[src/rtl/cpu_pkg.sv]
// rtl/cpu_pkg.sv - shared types and constants for the fetch front end
//
// Contents:
//   XLEN, ILEN        address and instruction widths (16)
//   PC_STEP           byte distance between consecutive instructions
//   fetch_state_e     sequencer state encoding (IDLE=0, FETCH=1, HALT=2)
package cpu_pkg;

    localparam int XLEN = 16;
    localparam int ILEN = 16;
    localparam logic [XLEN-1:0] PC_STEP = 16'd2;

    typedef enum logic [1:0] {
        ST_IDLE  = 2'd0,
        ST_FETCH = 2'd1,
        ST_HALT  = 2'd2
    } fetch_state_e;

endpackage

[src/rtl/fetch_fifo.sv]
// rtl/fetch_fifo.sv - prefetch buffer holding {pc, ins} pairs
//
// Ports:
//   clk, rst              clock, asynchronous active-high reset
//   push, push_pc/ins     write an entry at the tail
//   pop                   remove the head (ignored when empty)
//   flush                 empty the buffer; wins over push and pop
//   count                 number of valid entries (0..DEPTH)
//   head_pc, head_ins     oldest entry; storage is zeroed by reset
module fetch_fifo
    import cpu_pkg::*;
#(
    parameter int DEPTH = 2,
    localparam int AW = (DEPTH > 1) ? $clog2(DEPTH) : 1,
    localparam int CW = $clog2(DEPTH + 1)
) (
    input  logic            clk,
    input  logic            rst,
    input  logic            push,
    input  logic [XLEN-1:0] push_pc,
    input  logic [ILEN-1:0] push_ins,
    input  logic            pop,
    input  logic            flush,
    output logic [CW-1:0]   count,
    output logic [XLEN-1:0] head_pc,
    output logic [ILEN-1:0] head_ins
);

    localparam logic [CW-1:0] DEPTH_C = CW'(DEPTH);

    logic [XLEN-1:0] mem_pc  [DEPTH];
    logic [ILEN-1:0] mem_ins [DEPTH];
    logic [AW-1:0]   wp;
    logic [AW-1:0]   rp;
    logic            do_pop;
    logic            do_push;

    assign do_pop  = pop && (count != '0);
    // A push into a full buffer is only legal when the head leaves in the same cycle.
    assign do_push = push && ((count < DEPTH_C) || do_pop);

    always_ff @(posedge clk or posedge rst) begin
        if (rst) begin
            wp    <= '0;
            rp    <= '0;
            count <= '0;
            for (int i = 0; i < DEPTH; i++) begin
                mem_pc[i]  <= '0;
                mem_ins[i] <= '0;
            end
        end else if (flush) begin
            wp    <= '0;
            rp    <= '0;
            count <= '0;
        end else begin
            if (do_push) begin
                mem_pc[wp]  <= push_pc;
                mem_ins[wp] <= push_ins;
                wp          <= wp + AW'(1);
            end
            if (do_pop) begin
                rp <= rp + AW'(1);
            end
            count <= count + CW'(do_push) - CW'(do_pop);
        end
    end

    assign head_pc  = mem_pc[rp];
    assign head_ins = mem_ins[rp];

endmodule

[src/rtl/fetch_sequencer.sv]
// rtl/fetch_sequencer.sv - PC owner, instruction fetch and issue to decode
//
// Ports:
//   clk, rst                 clock, asynchronous active-high reset
//   imem_pc / imem_ins       combinational instruction memory read port
//   redirect_valid/_pc       one-cycle flush and restart at a new PC
//   halt                     level; stops new fetches while high
//   out_valid/ready/ins/pc   issue handshake toward decode
//   halted                   sequencer is in HALT
//   misaligned               only with FETCH_ALIGN_CHK_EN: odd redirect target seen
//
// Build option FETCH_ALIGN_CHK_EN adds the misaligned flag, which blocks fetch
// until a redirect with an even target arrives.
module fetch_sequencer
    import cpu_pkg::*;
#(
    parameter logic [XLEN-1:0] RESET_PC = 16'h0000,
    parameter int              DEPTH    = 2
) (
    input  logic            clk,
    input  logic            rst,
    output logic [XLEN-1:0] imem_pc,
    input  logic [ILEN-1:0] imem_ins,
    input  logic            redirect_valid,
    input  logic [XLEN-1:0] redirect_pc,
    input  logic            halt,
    output logic            out_valid,
    input  logic            out_ready,
    output logic [ILEN-1:0] out_ins,
    output logic [XLEN-1:0] out_pc,
    output logic            halted
`ifdef FETCH_ALIGN_CHK_EN
    ,
    output logic            misaligned
`endif
);

    localparam int CW = $clog2(DEPTH + 1);
    localparam logic [CW-1:0] DEPTH_C = CW'(DEPTH);

    fetch_state_e    state;
    fetch_state_e    state_nxt;
    logic [XLEN-1:0] fetch_pc;
    logic [CW-1:0]   count;
    logic            pop;
    logic            push;
    logic            align_block;

    assign pop = out_valid && out_ready;

    // Redirect wins: the same-cycle pop is discarded by the buffer flush.
    assign push = (state == ST_FETCH) && !halt && !redirect_valid && !align_block
                  && ((count < DEPTH_C) || pop);

    always_comb begin
        state_nxt = state;
        case (state)
            ST_IDLE:  state_nxt = halt ? ST_HALT : ST_FETCH;
            ST_FETCH: state_nxt = halt ? ST_HALT : ST_FETCH;
            ST_HALT:  state_nxt = halt ? ST_HALT : ST_FETCH;
            default:  state_nxt = ST_IDLE;
        endcase
    end

    always_ff @(posedge clk or posedge rst) begin
        if (rst) begin
            state    <= ST_IDLE;
            fetch_pc <= RESET_PC;
        end else begin
            state <= state_nxt;
            if (redirect_valid) begin
                fetch_pc <= redirect_pc;
            end else if (push) begin
                fetch_pc <= fetch_pc + PC_STEP;
            end
        end
    end

`ifdef FETCH_ALIGN_CHK_EN
    always_ff @(posedge clk or posedge rst) begin
        if (rst) begin
            misaligned <= 1'b0;
        end else if (redirect_valid) begin
            misaligned <= redirect_pc[0];
        end
    end
    assign align_block = misaligned;
`else
    assign align_block = 1'b0;
`endif

    fetch_fifo #(
        .DEPTH (DEPTH)
    ) u_fifo (
        .clk      (clk),
        .rst      (rst),
        .push     (push),
        .push_pc  (fetch_pc),
        .push_ins (imem_ins),
        .pop      (pop),
        .flush    (redirect_valid),
        .count    (count),
        .head_pc  (out_pc),
        .head_ins (out_ins)
    );

    assign imem_pc   = fetch_pc;
    assign out_valid = (count != '0);
    assign halted    = (state == ST_HALT);

endmodule

[config.mk]
export PLATFORM = sky130hd
export DESIGN_NAME = fetch_sequencer
export DESIGN_NICKNAME = d
export VERILOG_FILES = /design/src/rtl/cpu_pkg.sv /design/src/rtl/fetch_fifo.sv /design/src/rtl/fetch_sequencer.sv
export SDC_FILE = /design/constraint.sdc
export NUM_CORES = 1
export LEC_CHECK = 0
export CORE_MARGIN = 3
export CORE_UTILIZATION = 30
export CTS_CLUSTER_SIZE = 25
export DETAILED_ROUTE_END_ITERATION = 8
export GPL_ROUTABILITY_DRIVEN = 0
export SLEW_MARGIN = 15
export SYNTH_ARGS = -nofsm -noshare
export SYNTH_HDL_FRONTEND = slang
export SYNTH_SLANG_ARGS = --single-unit
[constraint.sdc]
create_clock -name clk -period 3.8 [get_ports clk]
set_input_delay 0.76 -clock clk [delete_from_list [all_inputs] [get_ports clk]]
set_output_delay 0.76 -clock clk [all_outputs]
set_load 0.005 [all_outputs]
==> impl_metrics.tcl <==
set metrics [dict create \
    hold_path_class "flip-flop to flip-flop" \
    numCtsBuffers 9 \
    pwr-share-clk_pct 28.6 \
    holdBufCountCts 0 \
    crit_chain "buf_12, mux2_2, clkdlybuf4s50_1" \
    hold_slack_ps 480 \
    die_w_um 123 \
    period_needed_ps 3010 \
    routed_via_density 4.72 \
    die_h_um 123 \
    grt_pass1_vias 2843 \
    portBuffers 86 \
    setup_viol 0 \
    drc_errors 0 \
    timing.critical_path.slowest_stage_cell "dfrtp_1" \
    wl_mm 9.61 \
    synthFlopType "dfrtp_1" \
    hpwl_mm 6.64 \
    wire_per_inst_um 16.9 \
    yosysWarnings 0 \
    grt_max_degree 33 \
    synth_edf_count 0 \
    p_comb_share_pct 33.0 \
    ir_drop_v 0.000228 \
    row_count 42 \
    period_share_pct 79.2 \
    post-route-util_pct 41.3 \
    cp_data_required_time_ps 3040 \
    post_cts_buffers 0 \
    clockBufferDepth 2 \
    finClkSkew_ps 9.85 \
    status "complete, no violations" \
    synth-seq-area-share_pct 52.1 \
    seqPwrFrac_pct 38.4 \
    start_util_pct 30.9 \
    worst_slack_ps 792 \
    power.internal_mw 2.52 \
    critPathCaptureType "output pin" \
    h-tree-depth 3 \
    switching_share_pct 25.7 \
    ios 87 \
    grt_pass1_wl_mm 15.3 \
    grt_use_total_pct 13.1 \
    drt_iter0_drc 162 \
    layout_common_cells "dfrtp_1, clkdlybuf4s50_1, mux2_2" \
    hold_viol 0 \
    mappedNetlistArea_um2 4130 \
    postSynthCellCount 300 \
    clock-sinks 86 \
    achievable-frequency_ghz 0.332 \
    n_antenna_cell 0 \
    first_pass_iters 4 \
    postSynthRegisterBits 86 \
    power.density_nw_per_um2 614 \
    p_leak_nw 2.46 \
    path_clk_slew_ps 60 \
    insertion_delay_ps 340 \
    cp.arrival_ps 2250 \
    p_switching_mw 0.873 \
    cp_max_fo 21 \
    synth_nets 340 \
    synth_cell_types 45 \
    cts_resized 0 \
    die_area_um2 15200 \
    critPathKind "flip-flop to output pin" \
    drv_slew 0 \
    synth-async-reset-ratio_pct 100 \
    coreArea_um2 13300 \
    startpoint_type "flip-flop" \
    post-place-ws_ps 678 \
    tns_ps 0 \
    drv_cap 0 \
    rsz0062_at_grt "no" \
    worst-slew-pin-transition_ps 779 \
    cts_root_buffer "clkbuf_16" \
    layout-drive-gt1-share_pct 32.0 \
    cts_tree "yes" \
    gr-total-overflow 0 \
    avgSynthCellArea_um2 13.8 \
    max_stage_delay_ps 820 \
    nNetsFinal 429 \
    ant_nets 0 \
    antenna_found_initial 0 \
    slew_headroom_pct 48.1 \
    via_count 2689 \
    area_growth_pct 33.6 \
]
[sequential cells by signal, summed over array words and instances, names as in the netlist]
register and count:
u_fifo.count 2, u_fifo.rp 1, u_fifo.mem_pc 32, imem_pc 16, u_fifo.wp 1, u_fifo.mem_ins 32, state 2
[synth_stat cells, types with 5 or more instances]
library cell | instances | area share, %
nor3_1 | 6 | 0.73
a221o_1 | 5 | 1.2
mux2_4 | 30 | 11
clkbuf_1 | 8 | 0.73
nand3_1 | 7 | 0.85
nand2_1 | 10 | 0.91
mux2_2 | 63 | 17
inv_1 | 8 | 0.73
dfrtp_1 | 86 | 52
[logic make-up after synthesis]
family	after synthesis	synth area share (%)
AOI/OAI and AO/OA	30	5.63
xor gates and xnor gates	3	0.636
adders and majority gates	3	0.909
buffers and inverters	24	3.18
DFF	86	52.1
muxes	100	29.9
and+or+nand+nor	54	7.63
[worst max-delay path, delay by kind of cell (launching register included)]
family	cells	cell delay [ps]
DFF	1	820
buffers and inverters	2	740
muxes	1	350
[area by class of cell]
cell class	count	area [um^2]
timing repair buffer	93	926
inverter	9	35.0
sequential	86	2150
multi-input combinational	190	1850
clock inverter	6	93.8
clock buffer	10	239
fill	1270	7830
tap	176	220
[stage by stage]
step | area (um^2) | instances | total power [mW]
2_1_floorplan | 4130 | 300 | 1.86
3_3_place_gp | 5180 | 554 | 2.43
3_5_place_dp | 5180 | 554 | 2.45
4_1_cts | 5520 | 570 | 3.44
5_1_grt | 5520 | 570 | 3.59
6_report | 5520 | 570 | 3.39
[path summary, 6_finish.rpt]
path | start | endpoint | slack (ps) | cells after the start
max | u_fifo.rp | out_ins[15] | 790 | 3
min | u_fifo.mem_pc[30] | u_fifo.mem_pc[30] | 480 | 1
max reg2reg | state[1] | u_fifo.mem_ins[11] | 1520 | 6
min reg2reg | u_fifo.mem_pc[30] | u_fifo.mem_pc[30] | 480 | 1
max in group asynchronous | rst | u_fifo.mem_ins[24] | 2230 | 3
min in group asynchronous | rst | u_fifo.mem_ins[29] | 780 | 2
[routing by layer]
layer	vias up	global-route usage, %	routed length (um)
met5	-	0	0
met2	66	20.6	4520
met1	1330	17.7	4510
met3	8	3.66	491
met4	0	3.81	89
li1	1285	-	-
[power by group through the flow]
stage          clock network, mW  logic (mW)  registers [mW]
2_1_floorplan                  0       0.609            1.25
3_3_place_gp                   0        1.12            1.31
3_5_place_dp                   0        1.13            1.32
4_1_cts                    0.997        1.14            1.30
5_1_grt                     1.04        1.22            1.34
6_report                   0.969        1.12            1.30
Note: power is estimated with default switching activity, not from simulation.
